### config.mk
export PLATFORM = sky130hd
export DESIGN_NAME = mc_controller
export DESIGN_NICKNAME = d
export VERILOG_FILES = /design/src/rtl/mc_controller.sv
export SDC_FILE = /design/constraint.sdc
export NUM_CORES = 1
export LEC_CHECK = 0
export ABC_AREA = 0
export BUFFER_PORTS_ARGS = -buffer_cell sky130_fd_sc_hd__buf_4
export CAP_MARGIN = 20
export CORE_MARGIN = 2
export CORE_UTILIZATION = 44
export CTS_CLUSTER_DIAMETER = 150
export DETAILED_ROUTE_END_ITERATION = 10
export GPL_TIMING_DRIVEN = 0
export PLACE_DENSITY = 0.86
export SLEW_MARGIN = 0
export SYNTH_ARGS = -nofsm -noshare
export SYNTH_HDL_FRONTEND = slang
export SYNTH_SLANG_ARGS = --single-unit
### constraint.sdc
create_clock -name clk -period 2.88 [get_ports clk]
set_clock_uncertainty 0.15 [all_clocks]
set_input_delay 0.288 -clock clk [delete_from_list [all_inputs] [get_ports clk]]
set_output_delay 0.288 -clock clk [all_outputs]
set_load 0.005 [all_outputs]
### src/rtl/mc_controller.sv
// Multicycle RV32I control FSM: Moore-style sequencing of fetch/decode/execute/writeback.
// Optional retired-instruction counter enabled by defining MC_INSTRET_EN.
module mc_controller (
  input  logic        clk,
  input  logic        reset,
  input  logic [6:0]  op,
  input  logic [2:0]  funct3,
  input  logic        funct7b5,
  input  logic        Zero,
  input  logic        Lt,
  input  logic        Ltu,
  output logic        PCWrite,
  output logic        AdrSrc,
  output logic        MemWrite,
  output logic        IRWrite,
  output logic [1:0]  ResultSrc,
  output logic [1:0]  ALUSrcA,
  output logic [1:0]  ALUSrcB,
  output logic [2:0]  ImmSrc,
  output logic [3:0]  ALUControl,
  output logic        RegWrite,
  output logic        Illegal,
  output logic [31:0] InstRet
);

  localparam logic [3:0] FETCH    = 4'd0;
  localparam logic [3:0] DECODE   = 4'd1;
  localparam logic [3:0] MEMADR   = 4'd2;
  localparam logic [3:0] MEMREAD  = 4'd3;
  localparam logic [3:0] MEMWB    = 4'd4;
  localparam logic [3:0] MEMWRITE = 4'd5;
  localparam logic [3:0] EXECR    = 4'd6;
  localparam logic [3:0] EXECI    = 4'd7;
  localparam logic [3:0] ALUWB    = 4'd8;
  localparam logic [3:0] BRANCH   = 4'd9;
  localparam logic [3:0] JAL      = 4'd10;
  localparam logic [3:0] JALR     = 4'd11;
  localparam logic [3:0] JALRPC   = 4'd12;
  localparam logic [3:0] LUI      = 4'd13;
  localparam logic [3:0] AUIPC    = 4'd14;

  logic [3:0] r_state;
  logic [3:0] w_next;
  logic       w_taken;
  logic [3:0] w_alu_op;

  always_ff @(posedge clk or negedge reset) begin
    if (!reset) r_state <= FETCH;
    else        r_state <= w_next;
  end

  always_comb begin
    w_next = FETCH;
    case (r_state)
      FETCH:  w_next = DECODE;
      DECODE: begin
        case (op)
          7'b0000011, 7'b0100011: w_next = MEMADR;
          7'b0110011:             w_next = EXECR;
          7'b0010011:             w_next = EXECI;
          7'b1100011:             w_next = BRANCH;
          7'b1101111:             w_next = JAL;
          7'b1100111:             w_next = JALR;
          7'b0110111:             w_next = LUI;
          7'b0010111:             w_next = AUIPC;
          default:                w_next = FETCH;
        endcase
      end
      MEMADR:                   w_next = op[5] ? MEMWRITE : MEMREAD;
      MEMREAD:                  w_next = MEMWB;
      EXECR, EXECI:             w_next = ALUWB;
      JAL, JALRPC, LUI, AUIPC:  w_next = ALUWB;
      JALR:                     w_next = JALRPC;
      default:                  w_next = FETCH;
    endcase
  end

  always_comb begin
    w_taken = 1'b0;
    case (funct3)
      3'b000:  w_taken = Zero;
      3'b001:  w_taken = !Zero;
      3'b100:  w_taken = Lt;
      3'b101:  w_taken = !Lt;
      3'b110:  w_taken = Ltu;
      3'b111:  w_taken = !Ltu;
      default: w_taken = 1'b0;
    endcase
  end

  // funct7b5 selects sub only for register-register ops; shifts use it in both forms
  always_comb begin
    w_alu_op = 4'd0;
    case (funct3)
      3'b000:  w_alu_op = (r_state == EXECR && funct7b5) ? 4'd1 : 4'd0;
      3'b001:  w_alu_op = 4'd7;
      3'b010:  w_alu_op = 4'd5;
      3'b011:  w_alu_op = 4'd6;
      3'b100:  w_alu_op = 4'd4;
      3'b101:  w_alu_op = funct7b5 ? 4'd9 : 4'd8;
      3'b110:  w_alu_op = 4'd3;
      default: w_alu_op = 4'd2;
    endcase
  end

  always_comb begin
    case (op)
      7'b0100011:             ImmSrc = 3'd1;
      7'b1100011:             ImmSrc = 3'd2;
      7'b1101111:             ImmSrc = 3'd3;
      7'b0110111, 7'b0010111: ImmSrc = 3'd4;
      default:                ImmSrc = 3'd0;
    endcase
  end

  always_comb begin
    PCWrite    = 1'b0;
    AdrSrc     = 1'b0;
    MemWrite   = 1'b0;
    IRWrite    = 1'b0;
    ResultSrc  = 2'd0;
    ALUSrcA    = 2'd0;
    ALUSrcB    = 2'd0;
    ALUControl = 4'd0;
    RegWrite   = 1'b0;
    Illegal    = 1'b0;
    case (r_state)
      FETCH: begin
        IRWrite = 1'b1; ALUSrcB = 2'd2; ResultSrc = 2'd2; PCWrite = 1'b1;
      end
      DECODE: begin
        ALUSrcA = 2'd1; ALUSrcB = 2'd1;
        case (op)
          7'b0000011, 7'b0100011, 7'b0110011, 7'b0010011, 7'b1100011,
          7'b1101111, 7'b1100111, 7'b0110111, 7'b0010111: Illegal = 1'b0;
          default: Illegal = 1'b1;
        endcase
      end
      MEMADR:   begin ALUSrcA = 2'd2; ALUSrcB = 2'd1; end
      MEMREAD:  AdrSrc = 1'b1;
      MEMWB:    begin ResultSrc = 2'd1; RegWrite = 1'b1; end
      MEMWRITE: begin AdrSrc = 1'b1; MemWrite = 1'b1; end
      EXECR:    begin ALUSrcA = 2'd2; ALUControl = w_alu_op; end
      EXECI:    begin ALUSrcA = 2'd2; ALUSrcB = 2'd1; ALUControl = w_alu_op; end
      ALUWB:    RegWrite = 1'b1;
      BRANCH:   begin ALUSrcA = 2'd2; ALUControl = 4'd1; PCWrite = w_taken; end
      JAL:      begin ALUSrcA = 2'd1; ALUSrcB = 2'd2; PCWrite = 1'b1; end
      JALR:     begin ALUSrcA = 2'd2; ALUSrcB = 2'd1; end
      JALRPC:   begin ALUSrcA = 2'd1; ALUSrcB = 2'd2; PCWrite = 1'b1; end
      LUI:      begin ALUSrcA = 2'd3; ALUSrcB = 2'd1; end
      AUIPC:    begin ALUSrcA = 2'd1; ALUSrcB = 2'd1; end
      default:  ALUControl = 4'd0;
    endcase
    // state is already FETCH during reset; suppress its strobes until release
    if (!reset) begin
      PCWrite  = 1'b0;
      IRWrite  = 1'b0;
      MemWrite = 1'b0;
      RegWrite = 1'b0;
      Illegal  = 1'b0;
    end
  end

`ifdef MC_INSTRET_EN
  logic [31:0] r_instret;
  logic        w_retire;

  // entering FETCH from DECODE means an illegal opcode, which does not retire
  assign w_retire = (r_state != FETCH) && (r_state != DECODE) && (w_next == FETCH);

  always_ff @(posedge clk or negedge reset) begin
    if (!reset)        r_instret <= 32'd0;
    else if (w_retire) r_instret <= r_instret + 32'd1;
  end

  assign InstRet = r_instret;
`else
  assign InstRet = 32'd0;
`endif

endmodule

==> results of run 1 <==
where the power goes:
| group | leakage (nW) | internal, W | switching (W) |
|---|---|---|---|
| Sequential | 0.0533 | 0.0000668 | 0.00000592 |
| Clock | 0.0138 | 0.0000467 | 0.0000242 |
| Combinational | 0.670 | 0.000162 | 0.000159 |
placed cells by master, fill, tap and decap left out, types with 2 or more instances in the layout:
cell type / instances
sky130_fd_sc_hd__clkbuf_4: 3
sky130_fd_sc_hd__buf_4: 64
sky130_fd_sc_hd__nor2_1: 12
sky130_fd_sc_hd__a21oi_1: 5
sky130_fd_sc_hd__and2_1: 2
sky130_fd_sc_hd__nand3b_1: 3
sky130_fd_sc_hd__dfrtp_1: 4
sky130_fd_sc_hd__xnor2_1: 3
sky130_fd_sc_hd__clkbuf_1: 2
sky130_fd_sc_hd__nor2b_1: 6
sky130_fd_sc_hd__o21ai_0: 9
sky130_fd_sc_hd__xor2_1: 3
sky130_fd_sc_hd__and3_1: 3
sky130_fd_sc_hd__a211o_1: 2
sky130_fd_sc_hd__inv_1: 4
sky130_fd_sc_hd__conb_1: 32
sky130_fd_sc_hd__nand2_1: 12
sky130_fd_sc_hd__nand3_1: 5
sky130_fd_sc_hd__nand2b_1: 5
sky130_fd_sc_hd__a31oi_1: 2
sky130_fd_sc_hd__buf_2: 5
sky130_fd_sc_hd__nor3_1: 4
worst max-delay path, delay by kind of cell, from the launching register on:
| kind | cells | cell delay, ps |
|---|---|---|
| compound gates | 1 | 150 |
| flops | 1 | 360 |
| buf+inv | 2 | 270 |
| simple gates | 3 | 610 |
layout make-up:
| type | instances | area, sq um | area share (%) |
|---|---|---|---|
| multi-input combinational | 121 | 644 | 48.1 |
| inverter | 4 | 15.0 | 1.12 |
| timing repair buffer | 33 | 250 | 18.7 |
| clock buffer | 3 | 22.5 | 1.68 |
| buffer | 39 | 273 | 20.4 |
| tap | 27 | 33.8 | 2.52 |
| sequential | 4 | 100 | 7.48 |
worst max path at each step:
stage | endpoint | startpoint
6_report | PCWrite | r_state[2]
5_1_grt | PCWrite | r_state[2]
4_1_cts | PCWrite | r_state[2]
3_5_place_dp | PCWrite | r_state[2]
3_3_place_gp | PCWrite | r_state[2]
2_1_floorplan | PCWrite | r_state[2]
metal layers:
layer	global-route usage (%)	vias up	wire, um
met1	21.0	437	865
li1	-	532	-
met2	31.1	54	1120
met3	5.15	0	228
met5	0	-	0
met4	2.78	0	0
logic make-up after synthesis:
kind of cell / count (synthesis) / synth area share, %
buffers and inverters: 43 / 31.4
xor gates and xnor gates: 6 / 5.74
other: 1 / 0.409
muxes: 1 / 1.09
AOI/OAI and AO/OA: 24 / 16.5
and+or+nand+nor: 58 / 33.9
DFF: 4 / 10.9
synth_stat cells, types with 2 or more instances:
library cell and count:
sky130_fd_sc_hd__clkbuf_1 2, sky130_fd_sc_hd__inv_1 4, sky130_fd_sc_hd__xor2_1 3, sky130_fd_sc_hd__nor2b_1 6, sky130_fd_sc_hd__buf_2 5, sky130_fd_sc_hd__nand2_1 12, sky130_fd_sc_hd__dfrtp_1 4, sky130_fd_sc_hd__nor3_1 4
sky130_fd_sc_hd__nand2b_1 5, sky130_fd_sc_hd__a21oi_1 5, sky130_fd_sc_hd__buf_4 32, sky130_fd_sc_hd__and3_1 3, sky130_fd_sc_hd__nand3_1 5, sky130_fd_sc_hd__o21ai_0 9, sky130_fd_sc_hd__xnor2_1 3, sky130_fd_sc_hd__a31oi_1 2
sky130_fd_sc_hd__and2_1 2, sky130_fd_sc_hd__a211o_1 2, sky130_fd_sc_hd__nand3b_1 3, sky130_fd_sc_hd__nor2_1 12
through the flow:
step	hold slack, ps	total power, W	worst slack, ps
final	238	0.000465	808
after global routing	259	0.000515	640
after CTS	229	0.000467	796
after detailed placement	-44.7	0.000391	1060
after global placement	-47.3	0.000384	1070
after floorplan	-158	0.000262	1200
==> flow_metrics.env, run 1 <==
export IMPL_maxCapViolCount=0
export IMPL_worst_r2r_startpoint="r_state[2]"
export IMPL_leakagePower_nw=0.738
export IMPL_dr_total_vias=1023
export IMPL_synth_sequential_area_ratio_pct=10.9
export IMPL_buffer_ports_inserted=32
export IMPL_yosys_area_top_type_share_pct=26.2
export IMPL_postRouteWirelength_um=2220
export IMPL_max_stage_delay_ps=360
export IMPL_placement_rows=16
export IMPL_via_density_per_instance=4.43
export IMPL_synth_lib_cells_used_distinct=34
export IMPL_setup_tns_ps=0
export IMPL_utilization_pct=68.2
export IMPL_gp_congestion=0.867
export IMPL_fin_crit_sh_pct=71.9
export IMPL_p_per_area_nw_per_um2=347
export IMPL_yosys_warnings=0
export IMPL_finalNetCount=222
export IMPL_filler_cell_count=179
export IMPL_reg_largest_list="r_state (4)"
export IMPL_clock_sinks=4
export IMPL_cts_buffers=3
export IMPL_hold_buffers=1
export IMPL_syn_mean_instance_area_sq_um=6.69
export IMPL_clk_path_buf_depth=2
export IMPL_ys_async_sr_fraction_pct=100
export IMPL_post_synth_edffs=0
export IMPL_seq_cells_post_synth=4
export IMPL_drcViolationCount=0
export IMPL_synthDominantAreaCellType="sky130_fd_sc_hd__buf_4"
export IMPL_via_count_of_the_first_global_routing_pass=797
export IMPL_layout_min_cycle_time_ps=2070
export IMPL_layoutNonFillerInstCount=231
export IMPL_worstHoldStart="op[3]"
export IMPL_path_max_fanout=7
export IMPL_grt_pass1_wl_um=3420
export IMPL_place_detailed_hpwl_um=1840
export IMPL_registers_top_by_ff_count="r_state"
export IMPL_timing_critical_path_slowest_stage_cell="sky130_fd_sc_hd__dfrtp_1"
export IMPL_synth_top_cells_by_area="sky130_fd_sc_hd__buf_4, sky130_fd_sc_hd__dfrtp_1, sky130_fd_sc_hd__o21ai_0"
export IMPL_min_path_cells=3
export IMPL_clk_pin_slew_worst_paths_ps=40
export IMPL_die_h_um=49.6
export IMPL_ys_flop_type="sky130_fd_sc_hd__dfrtp_1"
export IMPL_min_path_type="in -> reg"
export IMPL_detailed_place_area_sq_um=1310
export IMPL_io_pins=67
export IMPL_fmax_mhz=483
export IMPL_crit_path_cell_trace="or2_1 -> clkbuf_1 -> nor3_1 -> nand3b_1 -> a22o_1 -> buf_4"
export IMPL_min_delay_worst_endpoint="r_state[0]"
export IMPL_timing_critical_path_to_type="output pin"
export IMPL_status="finished clean"
export IMPL_cts_root_buffer="sky130_fd_sc_hd__clkbuf_4"
export IMPL_syn_to_final_growth_pct=46.2
export IMPL_grt_resource_usage_total_pct=17.5
export IMPL_final_hold_viol_count=0
export IMPL_final_cell_area_sq_um=1340
export IMPL_die_area_sq_um=2460
export IMPL_detail_route_first_pass_iterations=4
export IMPL_worst_r2r_setup_slack_ps=1460
export IMPL_die_w_um=49.6
export IMPL_clk_latency_ps=240
export IMPL_crit_required_ps=2440
export IMPL_antenna_left=0
export IMPL_start_util_pct=46.7
export IMPL_largest_register_ffs=4
export IMPL_cts_htree_levels=1
export IMPL_fp_coreArea_sq_um=1960
export IMPL_crit_arrival_ps=1630
export IMPL_synth_cells=137
export IMPL_post_drt_wl_per_cell_um=9.59
export IMPL_worst_setup_start_kind="flip-flop"
export IMPL_worst_r2r_endpoint="r_state[3]"
export IMPL_critical_path_class="reg -> out"
export IMPL_grt_overflow_total=0
export IMPL_post_synthesis_instance_area_sq_um=916
export IMPL_tritoncts="done"
export IMPL_reg2regPathDepth=4
export IMPL_timing_final_max_slew_violations=0
export IMPL_post_cts_setup_buffers=0
export IMPL_setup_repair_after_global_routing_missed_its_margin="false"
export IMPL_ir_worst_vdd_mv=0.319
export IMPL_place_inst=227
export IMPL_layout_drive_gt1_share_pct=37.3
export IMPL_post_cts_resized=0
export IMPL_antenna_violations_before_repair=0
export IMPL_antennaDiodeCount=0
export IMPL_largest_net_degree_at_the_start_of_global_routing=11
export IMPL_final_setup_viol_count=0
export IMPL_violation_count_after_the_first_detailed_routing_iteration=15
No activity file was read; power rests on OpenSTA's default activity.
==> run 2, diff against run 1 <==
--- a/config.mk
+++ b/config.mk
@@ -9,11 +9,11 @@
 export BUFFER_PORTS_ARGS = -buffer_cell sky130_fd_sc_hd__buf_4
 export CAP_MARGIN = 20
 export CORE_MARGIN = 2
-export CORE_UTILIZATION = 44
+export CORE_UTILIZATION = 37
 export CTS_CLUSTER_DIAMETER = 150
 export DETAILED_ROUTE_END_ITERATION = 10
 export GPL_TIMING_DRIVEN = 0
-export PLACE_DENSITY = 0.86
+export PLACE_DENSITY = 0.77
 export SLEW_MARGIN = 0
 export SYNTH_ARGS = -nofsm -noshare
 export SYNTH_HDL_FRONTEND = slang
==> constraint.sdc (replaced) <==
create_clock -name clk -period 1.7 [get_ports clk]
set_clock_uncertainty 0.15 [all_clocks]
set_input_delay 0.17 -clock clk [delete_from_list [all_inputs] [get_ports clk]]
set_output_delay 0.17 -clock clk [all_outputs]
set_load 0.005 [all_outputs]
==> flow_metrics.env, run 2 (synthesis gave the netlist of run 1 again) <==
export IMPL_antenna_violations_before_repair=0
export IMPL_antennaDiodeCount=0
export IMPL_registers_top_by_ff_count="r_state"
export IMPL_power_frac_comb_pct=75.8
export IMPL_grt_pass1_wl_um=3490
export IMPL_final_setup_viol_count=2
export IMPL_antenna_left=0
export IMPL_finalWorstSetupSlack_ps=-51.3
export IMPL_buffer_ports_inserted=32
export IMPL_post_drt_wl_per_cell_um=10.2
export IMPL_violation_count_after_the_first_detailed_routing_iteration=14
export IMPL_dr_total_vias=1065
export IMPL_ir_worst_vdd_mv=0.660
export IMPL_clk_pin_slew_worst_paths_ps=40
export IMPL_timing_critical_path_to_type="output pin"
export IMPL_largest_register_ffs=4
export IMPL_cts_buffers=3
export IMPL_largest_net_degree_at_the_start_of_global_routing=11
export IMPL_drcViolationCount=0
export IMPL_critical_path_class="reg -> out"
export IMPL_grt_overflow_total=0
export IMPL_cts_htree_levels=1
export IMPL_fmax_mhz=571
export IMPL_finalNetCount=232
export IMPL_final_cell_area_sq_um=1520
export IMPL_grt_resource_usage_total_pct=16.2
export IMPL_tritoncts="done"
export IMPL_setup_repair_after_global_routing_missed_its_margin="true"
export IMPL_postRouteWirelength_um=2480
export IMPL_crit_required_ps=1380
export IMPL_syn_to_final_growth_pct=66.0
export IMPL_detailed_place_area_sq_um=1310
export IMPL_fp_coreArea_sq_um=2410
export IMPL_utilization_pct=63.1
export IMPL_worst_setup_start_kind="flip-flop"
export IMPL_layout_cells_most_common_list="sky130_fd_sc_hd__buf_4, sky130_fd_sc_hd__conb_1, sky130_fd_sc_hd__nand2_1"
export IMPL_p_per_area_nw_per_um2=670
export IMPL_final_hold_viol_count=0
export IMPL_die_w_um=53.8
export IMPL_reg_largest_list="r_state (4)"
export IMPL_p_seq_share_pct=12.7
export IMPL_clk_path_buf_depth=2
export IMPL_leakagePower_nw=0.814
export IMPL_clk_latency_ps=240
export IMPL_power_clock_fraction_pct=11.5
export IMPL_maxCapViolCount=0
export IMPL_total_switching_power_w=0.000405
export IMPL_status="finished with violations"
export IMPL_cts_root_buffer="sky130_fd_sc_hd__clkbuf_4"
export IMPL_violations="setup timing"
export IMPL_clock_sinks=4
export IMPL_fin_crit_sh_pct=103
export IMPL_layout_drive_gt1_share_pct=47.7
export IMPL_crit_arrival_ps=1430
export IMPL_start_util_pct=38.0
export IMPL_placement_rows=18
export IMPL_place_inst=230
export IMPL_via_count_of_the_first_global_routing_pass=828
export IMPL_place_detailed_hpwl_um=1730
export IMPL_layout_min_cycle_time_ps=1750
export IMPL_power_switching_share_pct=39.8
export IMPL_die_h_um=53.8
export IMPL_io_pins=67
export IMPL_detail_route_first_pass_iterations=4
export IMPL_layout_commonest_cell="sky130_fd_sc_hd__buf_4"
export IMPL_min_path_type="in -> reg"
export IMPL_path_max_fanout=4
export IMPL_gp_congestion=0.758
export IMPL_via_density_per_instance=4.36
export IMPL_post_layout_total_power_w=0.00102
export IMPL_intPower_w=0.000613
export IMPL_timing_final_max_slew_violations=0
export IMPL_die_area_sq_um=2890
export IMPL_layoutNonFillerInstCount=244
-- run 2: cell count changes in the layout (fill, tap and decap cells not counted), sizes merged --
| cell | previous run | this run |
|---|---|---|
| buf | 69 | 80 |
| clkbuf | 5 | 4 |
-- run 2: layout make-up --
cell class / count / area, sq um
Multi-Input combinational cell: 121 / 712
Fill cell: 222 / 890
Sequential cell: 4 / 101
Tap cell: 30 / 37.5
Buffer: 38 / 298
Timing Repair Buffer: 44 / 334
Inverter: 4 / 15.0
Clock buffer: 3 / 22.5
-- run 2: power by group through the flow --
stage | registers, W | logic (W) | clock network [W]
global placement | 0.000122 | 0.000537 | 0
global route | 0.000132 | 0.000835 | 0.000131
finish | 0.000130 | 0.000771 | 0.000117
CTS | 0.000128 | 0.000672 | 0.000120
detailed placement | 0.000123 | 0.000540 | 0
floorplan | 0.000121 | 0.000322 | 0
-- run 2: what timing repair did --
action	CTS	global route
cloned	1	0
hold buffers	1	0
pin swaps	3	4
buffers inserted	6	4
endpoints found under the hold margin	4	0
gates resized for setup	19	15
setup endpoints to repair	10	10
-- run 2: metrics by stage --
stage | hold WS [ps] | worst slack (ps) | TNS [ps]
finish | 125 | -51.3 | -52.4
global route | 126 | -112 | -285
CTS | 108 | -31.5 | -94.0
detailed placement | -161 | 8.00 | 0
global placement | -162 | 32.7 | 0
floorplan | -276 | 140 | 0
-- run 2: metal layers --
layer,up-vias,global-route usage (%),wire [um],share of wire [%]
met5,-,0,0,0
met4,0,4.70,0,0
met3,0,4.17,190,7.7
met2,37,28.0,1270,51
met1,474,19.4,1020,41
li1,554,-,-,-
-- run 2: worst paths after layout --
path	start	endpoint	slack, ps	cells after the start
worst max-delay path	r_state[3]	PCWrite	-50	5
worst min-delay path	op[3]	r_state[0]	130	3
worst max register to register	r_state[3]	r_state[3]	120	4
worst min register to register	r_state[2]	r_state[2]	450	2
max in group asynchronous	reset	r_state[1]	1130	2
min in group asynchronous	reset	r_state[0]	140	2
-- run 2: critical path, cell delays in order, from the launching register on --
cell                       delay [ps]
sky130_fd_sc_hd__dfrtp_1          380
sky130_fd_sc_hd__or2_4            290
sky130_fd_sc_hd__nor3_4           120
sky130_fd_sc_hd__nand3b_1         160
sky130_fd_sc_hd__a22o_1           150
sky130_fd_sc_hd__buf_4            110
==> run 3, diff against run 2 <==
--- a/config.mk
+++ b/config.mk
@@ -5,7 +5,7 @@
 export SDC_FILE = /design/constraint.sdc
 export NUM_CORES = 1
 export LEC_CHECK = 0
-export ABC_AREA = 0
+export ABC_AREA = 1
 export BUFFER_PORTS_ARGS = -buffer_cell sky130_fd_sc_hd__buf_4
 export CAP_MARGIN = 20
 export CORE_MARGIN = 2
==> flow_metrics.env, run 3 <==
export IMPL_status="finished with violations"
export IMPL_violations="setup timing"
export IMPL_antennaDiodeCount=0
export IMPL_p_per_area_nw_per_um2=644
export IMPL_grt_pass1_wl_um=3470
export IMPL_detail_route_first_pass_iterations=4
export IMPL_power_frac_comb_pct=71.2
export IMPL_total_switching_power_w=0.000409
export IMPL_crit_required_ps=1380
export IMPL_clk_latency_ps=240
export IMPL_gp_congestion=0.811
export IMPL_ir_worst_vdd_mv=0.379
export IMPL_via_density_per_instance=4.06
export IMPL_die_w_um=53.8
export IMPL_post_synthesis_instance_area_sq_um=917
export IMPL_syn_mean_instance_area_sq_um=5.66
export IMPL_synth_top_cells_by_area="sky130_fd_sc_hd__buf_4, sky130_fd_sc_hd__nand2_1, sky130_fd_sc_hd__dfrtp_1"
export IMPL_cts_root_buffer="sky130_fd_sc_hd__clkbuf_4"
export IMPL_leakagePower_nw=0.898
export IMPL_largest_net_degree_at_the_start_of_global_routing=8
export IMPL_layout_drive_gt1_share_pct=45.0
export IMPL_cts_buffers=3
export IMPL_cp_depth=6
export IMPL_crit_path_cell_trace="nor2_4 -> inv_4 -> o22ai_2 -> nor2_2 -> a21oi_2 -> buf_4"
export IMPL_maxCapViolCount=0
export IMPL_finalWorstSetupSlack_ps=-52.9
export IMPL_fp_coreArea_sq_um=2410
export IMPL_timing_critical_path_slowest_stage_cell="sky130_fd_sc_hd__dfrtp_2"
export IMPL_power_clock_fraction_pct=12.4
export IMPL_yosys_warnings=0
export IMPL_placement_setup_worst_slack_ps=149
export IMPL_critical_path_class="reg -> out"
export IMPL_filler_cell_count=247
export IMPL_synth_cells=162
export IMPL_worst_r2r_setup_slack_ps=290
export IMPL_die_area_sq_um=2890
export IMPL_violation_count_after_the_first_detailed_routing_iteration=9
export IMPL_tritoncts="done"
export IMPL_placement_rows=18
export IMPL_synth_most_common_cell="sky130_fd_sc_hd__nand2_1"
export IMPL_layout_cells_most_common_list="sky130_fd_sc_hd__buf_4, sky130_fd_sc_hd__nand2_1, sky130_fd_sc_hd__conb_1"
export IMPL_crit_arrival_ps=1430
export IMPL_synthTopCellsByCount="sky130_fd_sc_hd__nand2_1, sky130_fd_sc_hd__buf_4, sky130_fd_sc_hd__inv_1"
export IMPL_postRouteWirelength_um=2210
export IMPL_post_drt_wl_per_cell_um=8.17
export IMPL_cp_top_family="flip-flops"
export IMPL_yosys_area_top_type_share_pct=26.2
export IMPL_seq_cells_post_synth=4
export IMPL_clk_path_buf_depth=2
export IMPL_synth_lib_cells_used_distinct=22
export IMPL_die_h_um=53.8
export IMPL_reg2regPathDepth=7
export IMPL_via_count_of_the_first_global_routing_pass=899
export IMPL_timing_critical_path_to_type="output pin"
export IMPL_path_max_fanout=6
export IMPL_largest_register_ffs=4
export IMPL_fmax_mhz=570
export IMPL_worstSetupEndpoint="PCWrite"
export IMPL_multi_input_area_sq_um=636
export IMPL_synthDominantAreaCellType="sky130_fd_sc_hd__buf_4"
export IMPL_registers_top_by_ff_count="r_state"
export IMPL_antenna_left=0
export IMPL_worst_r2r_endpoint="r_state[3]"
export IMPL_finalNetCount=258
export IMPL_place_inst=257
export IMPL_timing_final_max_slew_violations=0
export IMPL_final_setup_viol_count=2
export IMPL_post_synth_edffs=0
export IMPL_p_seq_share_pct=16.4
export IMPL_power_switching_share_pct=42.8
export IMPL_syn_to_final_growth_pct=61.9
export IMPL_drcViolationCount=0
export IMPL_setup_repair_after_global_routing_missed_its_margin="true"
export IMPL_grt_resource_usage_total_pct=16.2
export IMPL_cp_buffers_inverters=2
export IMPL_clk_pin_slew_worst_paths_ps=30
export IMPL_post_layout_total_power_w=0.000956
export IMPL_reg_largest_list="r_state (4)"
export IMPL_utilization_pct=61.6
export IMPL_buffer_ports_inserted=34
export IMPL_final_hold_viol_count=0
export IMPL_setup_tns_ps=-94.0
export IMPL_layoutNonFillerInstCount=270
export IMPL_layout_commonest_cell="sky130_fd_sc_hd__buf_4"
export IMPL_min_path_type="in -> reg"
export IMPL_worst_setup_start_kind="flip-flop"
export IMPL_io_pins=67
export IMPL_dr_total_vias=1097
export IMPL_antenna_violations_before_repair=0
export IMPL_intPower_w=0.000547
export IMPL_cp_startpoint="r_state[1]"
export IMPL_cts_htree_levels=1
export IMPL_start_util_pct=38.1
export IMPL_ys_async_sr_fraction_pct=100
export IMPL_grt_overflow_total=0
export IMPL_clock_sinks=4
export IMPL_synth_sequential_area_ratio_pct=10.9
export IMPL_max_stage_delay_ps=480
export IMPL_ys_flop_type="sky130_fd_sc_hd__dfrtp_1"
export IMPL_layout_min_cycle_time_ps=1750
export IMPL_fin_crit_sh_pct=103
export IMPL_worst_r2r_startpoint="r_state[3]"
export IMPL_sequential_cell_area_sq_um=104
export IMPL_place_detailed_hpwl_um=1780
==> run 3: cells by family after synthesis <==
logic type / share of synthesized area (%)
buffers and inverters: 37.7
AOI/OAI and AO/OA: 13.0
DFF: 10.9
other: 0.409
and+or+nand+nor: 38.1
==> run 3: per-layer routing <==
metal | share of wire, % | track usage [%] | up-vias | wire length [um]
li1 | - | - | 602 | -
met1 | 41 | 19.6 | 450 | 901
met2 | 50 | 27.4 | 42 | 1100
met3 | 8.0 | 2.50 | 3 | 177
met4 | 1.1 | 8.12 | 0 | 24
met5 | 0 | 0 | - | 0
==> run 3: power groups by stage <==
stage | clock (W) | sequential [W] | combinational (W)
5_1_grt | 0.000129 | 0.000160 | 0.000748
6_report | 0.000119 | 0.000156 | 0.000681
3_5_place_dp | 0 | 0.000138 | 0.000527
2_1_floorplan | 0 | 0.000134 | 0.000321
3_3_place_gp | 0 | 0.000137 | 0.000524
4_1_cts | 0.000121 | 0.000140 | 0.000618
==> run 3: layout make-up <==
type                    instances  area share [%]
multi-input cells             129            42.8
well taps                      30            2.53
plain buffers                  32            16.2
clock buffers                   3            1.52
repair buffers                 44            22.6
inverters                      28            7.41
flip-flops and latches          4            6.99
==> run 3: worst min path at each step <==
stage | slack (ps) | cells past startpoint | end | from
2_1_floorplan | -280 | 0 | r_state[0] | reset
6_report | 40 | 3 | r_state[2] | op[5]
3_5_place_dp | -170 | 1 | r_state[1] | reset
3_3_place_gp | -170 | 1 | r_state[0] | reset
5_1_grt | 60 | 3 | r_state[2] | op[5]
4_1_cts | 40 | 3 | r_state[2] | op[5]
==> run 3: repair_timing <==
item                       in CTS  in global routing
pin swaps                       4                  3
hold endpoints to repair        5                  0
hold buffers                    2                  0
setup endpoints to repair       5                 12
setup buffers                   6                  2
resized for setup               7                 13
cloned                          0                  0
==> run 3: tightest hold or removal path: cells and delay by family <==
family                 cells  cell delay (ps)
buffers and inverters      1              110
AOI/OAI and AO/OA          1               60
and+or+nand+nor            1               50
==> run 3: metrics by stage <==
step / area [sq um] / hold slack, ps
after CTS: 1430 / 40.3
final: 1490 / 40.6
after detailed placement: 1330 / -172
after global placement: 1330 / -172
after global routing: 1490 / 55.9
after floorplan: 1030 / -276
